<file path="src/rtl/axi_arbiter.sv">
// Two-requester (IFU read, LSU read/write) arbiter onto one single-beat AXI4 master port.
// Define AXI_ARB_RR_EN for IFU/LSU round-robin; otherwise fixed LSU write > LSU read > IFU read.
module axi_arbiter #(
  parameter int unsigned ADDR_W = 32,
  parameter int unsigned DATA_W = 32
) (
  input  logic                clock,
  input  logic                reset,
  // IFU read
  input  logic                ifu_arvalid,
  output logic                ifu_arready,
  input  logic [ADDR_W-1:0]   ifu_araddr,
  output logic                ifu_rvalid,
  input  logic                ifu_rready,
  output logic [DATA_W-1:0]   ifu_rdata,
  output logic [1:0]          ifu_rresp,
  // LSU read
  input  logic                lsu_arvalid,
  output logic                lsu_arready,
  input  logic [ADDR_W-1:0]   lsu_araddr,
  input  logic [2:0]          lsu_arsize,
  output logic                lsu_rvalid,
  input  logic                lsu_rready,
  output logic [DATA_W-1:0]   lsu_rdata,
  output logic [1:0]          lsu_rresp,
  // LSU write
  input  logic                lsu_awvalid,
  output logic                lsu_awready,
  input  logic [ADDR_W-1:0]   lsu_awaddr,
  input  logic [2:0]          lsu_awsize,
  input  logic                lsu_wvalid,
  output logic                lsu_wready,
  input  logic [DATA_W-1:0]   lsu_wdata,
  input  logic [DATA_W/8-1:0] lsu_wstrb,
  output logic                lsu_bvalid,
  input  logic                lsu_bready,
  output logic [1:0]          lsu_bresp,
  // Downstream master port
  input  logic                io_master_awready,
  output logic                io_master_awvalid,
  output logic [ADDR_W-1:0]   io_master_awaddr,
  output logic [3:0]          io_master_awid,
  output logic [7:0]          io_master_awlen,
  output logic [2:0]          io_master_awsize,
  output logic [1:0]          io_master_awburst,
  input  logic                io_master_wready,
  output logic                io_master_wvalid,
  output logic [DATA_W-1:0]   io_master_wdata,
  output logic [DATA_W/8-1:0] io_master_wstrb,
  output logic                io_master_wlast,
  output logic                io_master_bready,
  input  logic                io_master_bvalid,
  input  logic [1:0]          io_master_bresp,
  input  logic [3:0]          io_master_bid,
  input  logic                io_master_arready,
  output logic                io_master_arvalid,
  output logic [ADDR_W-1:0]   io_master_araddr,
  output logic [3:0]          io_master_arid,
  output logic [7:0]          io_master_arlen,
  output logic [2:0]          io_master_arsize,
  output logic [1:0]          io_master_arburst,
  output logic                io_master_rready,
  input  logic                io_master_rvalid,
  input  logic [1:0]          io_master_rresp,
  input  logic [DATA_W-1:0]   io_master_rdata,
  input  logic                io_master_rlast,
  input  logic [3:0]          io_master_rid,
  // Sticky debug flag: a response arrived that matched no active transaction
  output logic                spurious_resp
);

  typedef enum logic [1:0] {IDLE, IFU_RD, LSU_RD, LSU_WR} state_t;

  localparam logic [3:0] IFU_ID = 4'd0;
  localparam logic [3:0] LSU_ID = 4'd1;

  state_t state;
  state_t grant;
  logic   addr_done;
  logic   aw_done;
  logic   w_done;
  logic   lsu_first;
  logic   r_match;
  logic   b_match;
  logic   ar_hs;
  logic   aw_hs;
  logic   w_hs;
  logic   r_fire;
  logic   b_fire;
  logic   stray;
  logic   unused_rlast;

  // Single-beat reads never need rlast.
  assign unused_rlast = io_master_rlast;

`ifdef AXI_ARB_RR_EN
  logic last_owner;  // 1: LSU held the bus last, 0: IFU did

  // A tie goes to whoever did not own the bus last.
  assign lsu_first = (lsu_awvalid | lsu_arvalid) & (~ifu_arvalid | ~last_owner);
`else
  assign lsu_first = lsu_awvalid | lsu_arvalid;
`endif

  always_comb begin
    grant = IDLE;
    if (lsu_first)        grant = lsu_awvalid ? LSU_WR : LSU_RD;
    else if (ifu_arvalid) grant = IFU_RD;
  end

  // A response only belongs to the transaction once its request phase is complete.
  assign r_match = ((state == IFU_RD) || (state == LSU_RD)) && addr_done &&
                   (io_master_rid == ((state == LSU_RD) ? LSU_ID : IFU_ID));
  assign b_match = (state == LSU_WR) && aw_done && w_done && (io_master_bid == LSU_ID);

  assign ar_hs  = io_master_arvalid & io_master_arready;
  assign aw_hs  = io_master_awvalid & io_master_awready;
  assign w_hs   = io_master_wvalid & io_master_wready;
  assign r_fire = io_master_rvalid & io_master_rready;
  assign b_fire = io_master_bvalid & io_master_bready;
  assign stray  = (r_fire & ~r_match) | (b_fire & ~b_match);

  always_ff @(posedge clock) begin
    if (reset) begin
      state         <= IDLE;
      addr_done     <= 1'b0;
      aw_done       <= 1'b0;
      w_done        <= 1'b0;
      spurious_resp <= 1'b0;
`ifdef AXI_ARB_RR_EN
      last_owner    <= 1'b1;
`endif
    end else begin
      if (stray) spurious_resp <= 1'b1;
      case (state)
        IDLE: state <= grant;
        IFU_RD, LSU_RD: begin
          if (ar_hs) addr_done <= 1'b1;
          if (r_match && r_fire) begin
            state     <= IDLE;
            addr_done <= 1'b0;
`ifdef AXI_ARB_RR_EN
            last_owner <= (state == LSU_RD);
`endif
          end
        end
        LSU_WR: begin
          if (aw_hs) aw_done <= 1'b1;
          if (w_hs)  w_done  <= 1'b1;
          if (b_match && b_fire) begin
            state   <= IDLE;
            aw_done <= 1'b0;
            w_done  <= 1'b0;
`ifdef AXI_ARB_RR_EN
            last_owner <= 1'b1;
`endif
          end
        end
        default: state <= IDLE;
      endcase
    end
  end

  // Owner channels pass straight through; everything else is held off.
  always_comb begin
    io_master_arvalid = 1'b0;
    io_master_araddr  = ifu_araddr;
    io_master_arid    = IFU_ID;
    io_master_arsize  = 3'b010;
    io_master_arlen   = 8'd0;
    io_master_arburst = 2'b01;
    ifu_arready       = 1'b0;
    lsu_arready       = 1'b0;
    if (state == IFU_RD) begin
      io_master_arvalid = ifu_arvalid & ~addr_done;
      ifu_arready       = io_master_arready & ~addr_done;
    end else if (state == LSU_RD) begin
      io_master_arvalid = lsu_arvalid & ~addr_done;
      io_master_araddr  = lsu_araddr;
      io_master_arid    = LSU_ID;
      io_master_arsize  = lsu_arsize;
      lsu_arready       = io_master_arready & ~addr_done;
    end

    ifu_rvalid = r_match && (state == IFU_RD) && io_master_rvalid;
    lsu_rvalid = r_match && (state == LSU_RD) && io_master_rvalid;
    ifu_rdata  = io_master_rdata;
    lsu_rdata  = io_master_rdata;
    ifu_rresp  = io_master_rresp;
    lsu_rresp  = io_master_rresp;
    if (r_match) io_master_rready = (state == LSU_RD) ? lsu_rready : ifu_rready;
    else         io_master_rready = ~reset;

    io_master_awvalid = (state == LSU_WR) & lsu_awvalid & ~aw_done;
    io_master_awaddr  = lsu_awaddr;
    io_master_awid    = LSU_ID;
    io_master_awlen   = 8'd0;
    io_master_awsize  = lsu_awsize;
    io_master_awburst = 2'b01;
    lsu_awready       = (state == LSU_WR) & io_master_awready & ~aw_done;

    io_master_wvalid = (state == LSU_WR) & lsu_wvalid & ~w_done;
    io_master_wdata  = lsu_wdata;
    io_master_wstrb  = lsu_wstrb;
    io_master_wlast  = io_master_wvalid;
    lsu_wready       = (state == LSU_WR) & io_master_wready & ~w_done;

    lsu_bvalid       = b_match & io_master_bvalid;
    lsu_bresp        = io_master_bresp;
    io_master_bready = b_match ? lsu_bready : ~reset;
  end

endmodule

</file>
<file path="config.mk">
export PLATFORM = sky130hd
export DESIGN_NAME = axi_arbiter
export DESIGN_NICKNAME = d
export VERILOG_FILES = /design/src/rtl/axi_arbiter.sv
export SDC_FILE = /design/constraint.sdc
export NUM_CORES = 1
export LEC_CHECK = 0
export ABC_AREA = 1
export CAP_MARGIN = 20
export CORE_AREA = 2 2 163 165
export DETAILED_ROUTE_END_ITERATION = 10
export DIE_AREA = 0 0 165 167
export PLACE_DENSITY = 0.48
export SYNTH_ARGS = -nofsm -noshare
export SYNTH_HDL_FRONTEND = slang
export SYNTH_SLANG_ARGS = --single-unit
</file>
<file path="constraint.sdc">
create_clock -name clock -period 4.1 [get_ports clock]
set_clock_uncertainty 0.05 [all_clocks]
set_input_delay 0.615 -clock clock [delete_from_list [all_inputs] [get_ports clock]]
set_output_delay 0.615 -clock clock [all_outputs]
set_load 0.1 [all_outputs]
</file>
==> insert_results.sql <==
INSERT INTO impl_metrics (metric_group, metric, value, unit) VALUES
('power_and_ir_drop', 'ir_worst_vdd', '400', 'uV'),
('timing', 'finalSetupViolCount', '0', ''),
('clock_tree', 'clk_transition_reported_paths', '30', 'ps'),
('critical_path', 'endpoint', 'io_master_arid[0]', ''),
('die', 'initial_utilization', '8.79', '%'),
('timing', 'hold_ws', '440', 'ps'),
('synthesis', 'synth_cells', '363', ''),
('cells_and_area', 'multi_input_comb_area', '863', 'sq um'),
('critical_path', 'cp_arrival', '2170', 'ps'),
('synthesis', 'synth_largest_type_area_fraction', '56.7', '%'),
('outcome', 'status', 'finished, final reports clean', ''),
('detailed_routing', 'drc', '0', ''),
('die', 'std_cell_rows', '59', ''),
('detailed_routing', 'drt-total-wl', '10100', 'microns'),
('power_and_ir_drop', 'leakage', '1.38', 'nW'),
('timing', 'finalCriticalPeriod', '2830', 'ps'),
('synthesis', 'synth_seq_cells', '6', ''),
('synthesis', 'yosys.cell_types.count', '22', ''),
('timing', 'hold_viol', '0', ''),
('clock_tree', 'cts_repair_resize_count', '0', ''),
('synthesis', 'ys_top_cells_by_area', 'sky130_fd_sc_hd__buf_4 (57%), sky130_fd_sc_hd__nand2_1 (18%), sky130_fd_sc_hd__dfxtp_1 (5.3%)', ''),
('die', 'die_area', '27600', 'sq um'),
('critical_path', 'worstSetupPathType', 'flop to output port', ''),
('timing', 'fin_setup_tns', '0', 'ps'),
('detailed_routing', 'postRouteAntennaNets', '0', ''),
('clock_tree', 'clock-sinks', '6', ''),
('placed_design', 'place_hpwl', '8760', 'microns'),
('hold_path', 'hold_path_class', 'flop to flop', ''),
('critical_path', 'reg2reg_setup_slack', '2360', 'ps'),
('global_routing', 'gr-usage-all-layers', '6.68', '%'),
('timing', 'rsz0062_at_grt', 'false', ''),
('timing', 'final_max_slew_viol_count', '0', ''),
('cells_and_area', 'final_common_cell', 'sky130_fd_sc_hd__nand2_1', ''),
('global_routing', 'globalRouteOverflowTotal', '0', ''),
('timing', 'worst-slew-pin-transition', '973', 'ps'),
('clock_tree', 'post_cts.repair.setup_buffers', '0', ''),
('power_and_ir_drop', 'p_per_area', '760', 'nW/um^2'),
('critical_path', 'rr_worst_depth', '8', ''),
('detailed_routing', 'total_via_count_after_detailed_routing', '1896', ''),
('global_routing', 'first_global_vias', '1902', ''),
('die', 'floorplan.die.height', '167', 'microns'),
('critical_path', 'start_kind', 'flop', ''),
('cells_and_area', 'synthToLayoutAreaGrowth', '39.2', '%'),
('synthesis', 'netlist_area_before_placement', '2260', 'sq um'),
('die', 'ioPinCount', '415', ''),
('clock_tree', 'cts_buffers', '3', ''),
('timing', 'max-slew-margin-rel', '34.9', '%'),
('detailed_routing', 'viasPerCell', '2.74', ''),
('die', 'coreArea', '25800', 'sq um'),
('run', 'timing.max_cap.violations', '0', ''),
('cells_and_area', 'fill_cells', '2971', ''),
('global_routing', 'first_pass_grt_wire_length', '13000', 'microns'),
('global_routing', 'antenna_found_initial', '1', ''),
('synthesis', 'syn-mean-instance-area', '6.24', 'sq um'),
('critical_path', 'endpoint_class_of_the_critical_path', 'output port', ''),
('placed_design', 'gp_congestion', '0.659', ''),
('synthesis', 'yosysTopAreaCell', 'sky130_fd_sc_hd__buf_4', ''),
('detailed_routing', 'drtIter0Drc', '41', ''),
('critical_path', 'critical_path_required', '3430', 'ps'),
('critical_path', 'cp-startpoint', 'state[0]$_SDFFE_PP0P_', ''),
('detailed_routing', 'post_drt_wl_per_cell', '14.6', 'microns'),
('critical_path', 'cp_max_fo', '6', ''),
('clock_tree', 'htreeDepth', '1', ''),
('clock_tree', 'tritoncts', 'built', ''),
('global_routing', 'maximum_number_of_pins_on_one_net_before_global_route_repair', '31', ''),
('placed_design', 'dpl_cell_area', '3070', 'sq um'),
('cells_and_area', 'register_area', '120', 'sq um'),
('critical_path', 'worstReg2RegEnd', 'addr_done$_SDFFE_PP0P_', ''),
('clock_tree', 'worst_skew_pair.late_latency', '230', 'ps'),
('cells_and_area', 'layout_common_cells', 'sky130_fd_sc_hd__nand2_1 (106), sky130_fd_sc_hd__clkdlybuf4s50_1 (90), sky130_fd_sc_hd__conb_1 (27), sky130_fd_sc_hd__buf_12 (27), sky130_fd_sc_hd__buf_4 (22)', ''),
('clock_tree', 'clock_tree.buffer_depth', '2', '');
[report_power, final]
part	switching, W	total, W	internal (W)
Clock	0.0000328	0.000158	0.000125
Sequential	0.0000146	0.0000860	0.0000714
Combinational	0.00153	0.00215	0.000618
[per-stage QoR]
step                      instances  power [W]  setup slack [ps]
after floorplan                 388    0.00221               179
after global placement          687    0.00226              1380
after detailed placement        687    0.00226              1390
after CTS                       690    0.00243              1200
after global routing            690    0.00250              1080
final                           691    0.00240              1270
[synthesized netlist by cell type]
master and n:
sky130_fd_sc_hd__inv_2 3, sky130_fd_sc_hd__dfxtp_1 6, sky130_fd_sc_hd__nand2_1 106, sky130_fd_sc_hd__nand2_2 4
sky130_fd_sc_hd__inv_1 14, sky130_fd_sc_hd__or2_2 1, sky130_fd_sc_hd__o22ai_1 1, sky130_fd_sc_hd__nand3_1 6
sky130_fd_sc_hd__buf_2 3, sky130_fd_sc_hd__conb_1 2, sky130_fd_sc_hd__nor2_2 3, sky130_fd_sc_hd__mux2_2 5
sky130_fd_sc_hd__a21oi_4 1, sky130_fd_sc_hd__o21ai_0 2, sky130_fd_sc_hd__ha_1 5, sky130_fd_sc_hd__a21oi_1 7
sky130_fd_sc_hd__nor2_1 19, sky130_fd_sc_hd__buf_6 1, sky130_fd_sc_hd__buf_4 171, sky130_fd_sc_hd__nand3b_1 1
sky130_fd_sc_hd__nand4_1 1, sky130_fd_sc_hd__nand4_2 1
[worst min path at each step]
stage | slack, ps | depth (start not counted) | startpoint | to
floorplan | 400 | 2 | w_done$_SDFFE_PP0P_ | w_done$_SDFFE_PP0P_
global placement | 430 | 2 | addr_done$_SDFFE_PP0P_ | addr_done$_SDFFE_PP0P_
detailed placement | 440 | 2 | addr_done$_SDFFE_PP0P_ | addr_done$_SDFFE_PP0P_
CTS | 440 | 2 | addr_done$_SDFFE_PP0P_ | addr_done$_SDFFE_PP0P_
global route | 480 | 2 | addr_done$_SDFFE_PP0P_ | addr_done$_SDFFE_PP0P_
finish | 440 | 2 | addr_done$_SDFFE_PP0P_ | addr_done$_SDFFE_PP0P_
[per-layer routing]
metal  vias to the layer above  track usage [%]  part of all wire (%)
met3                        40             6.43                    24
met4                         0             2.91                   4.1
met1                       753             5.64                    29
met5                         -                0                     0
li1                        886                -                     -
met2                       217             10.6                    43
[critical path: stages, from the launching register on]
cell	delay, ps
sky130_fd_sc_hd__dfxtp_1	330
sky130_fd_sc_hd__inv_1	120
sky130_fd_sc_hd__ha_1	310
sky130_fd_sc_hd__clkdlybuf4s50_1	1190
[kinds of logic after synthesis]
group,synth area share (%)
compound gates,2.99
flops,5.31
fa+ha+maj,2.76
mux,2.49
other cells,0.332
simple gates,25.4
buf+inv,60.7
[area by class of cell]
cell class	count	share of cell area (%)
repair buffers	139	51.0
multi-input cells	190	27.4
well taps	335	13.3
flip-flops and latches	6	3.81
clock buffers	3	2.38
inverters	17	2.03
diodes	1	0.0794
[registers in the layout (all words and copies together) (netlist names)]
| signal | count |
|---|---|
| addr_done | 1 |
| aw_done | 1 |
| spurious_resp | 1 |
| state | 2 |
| w_done | 1 |
(Power assumes the default switching activity.)
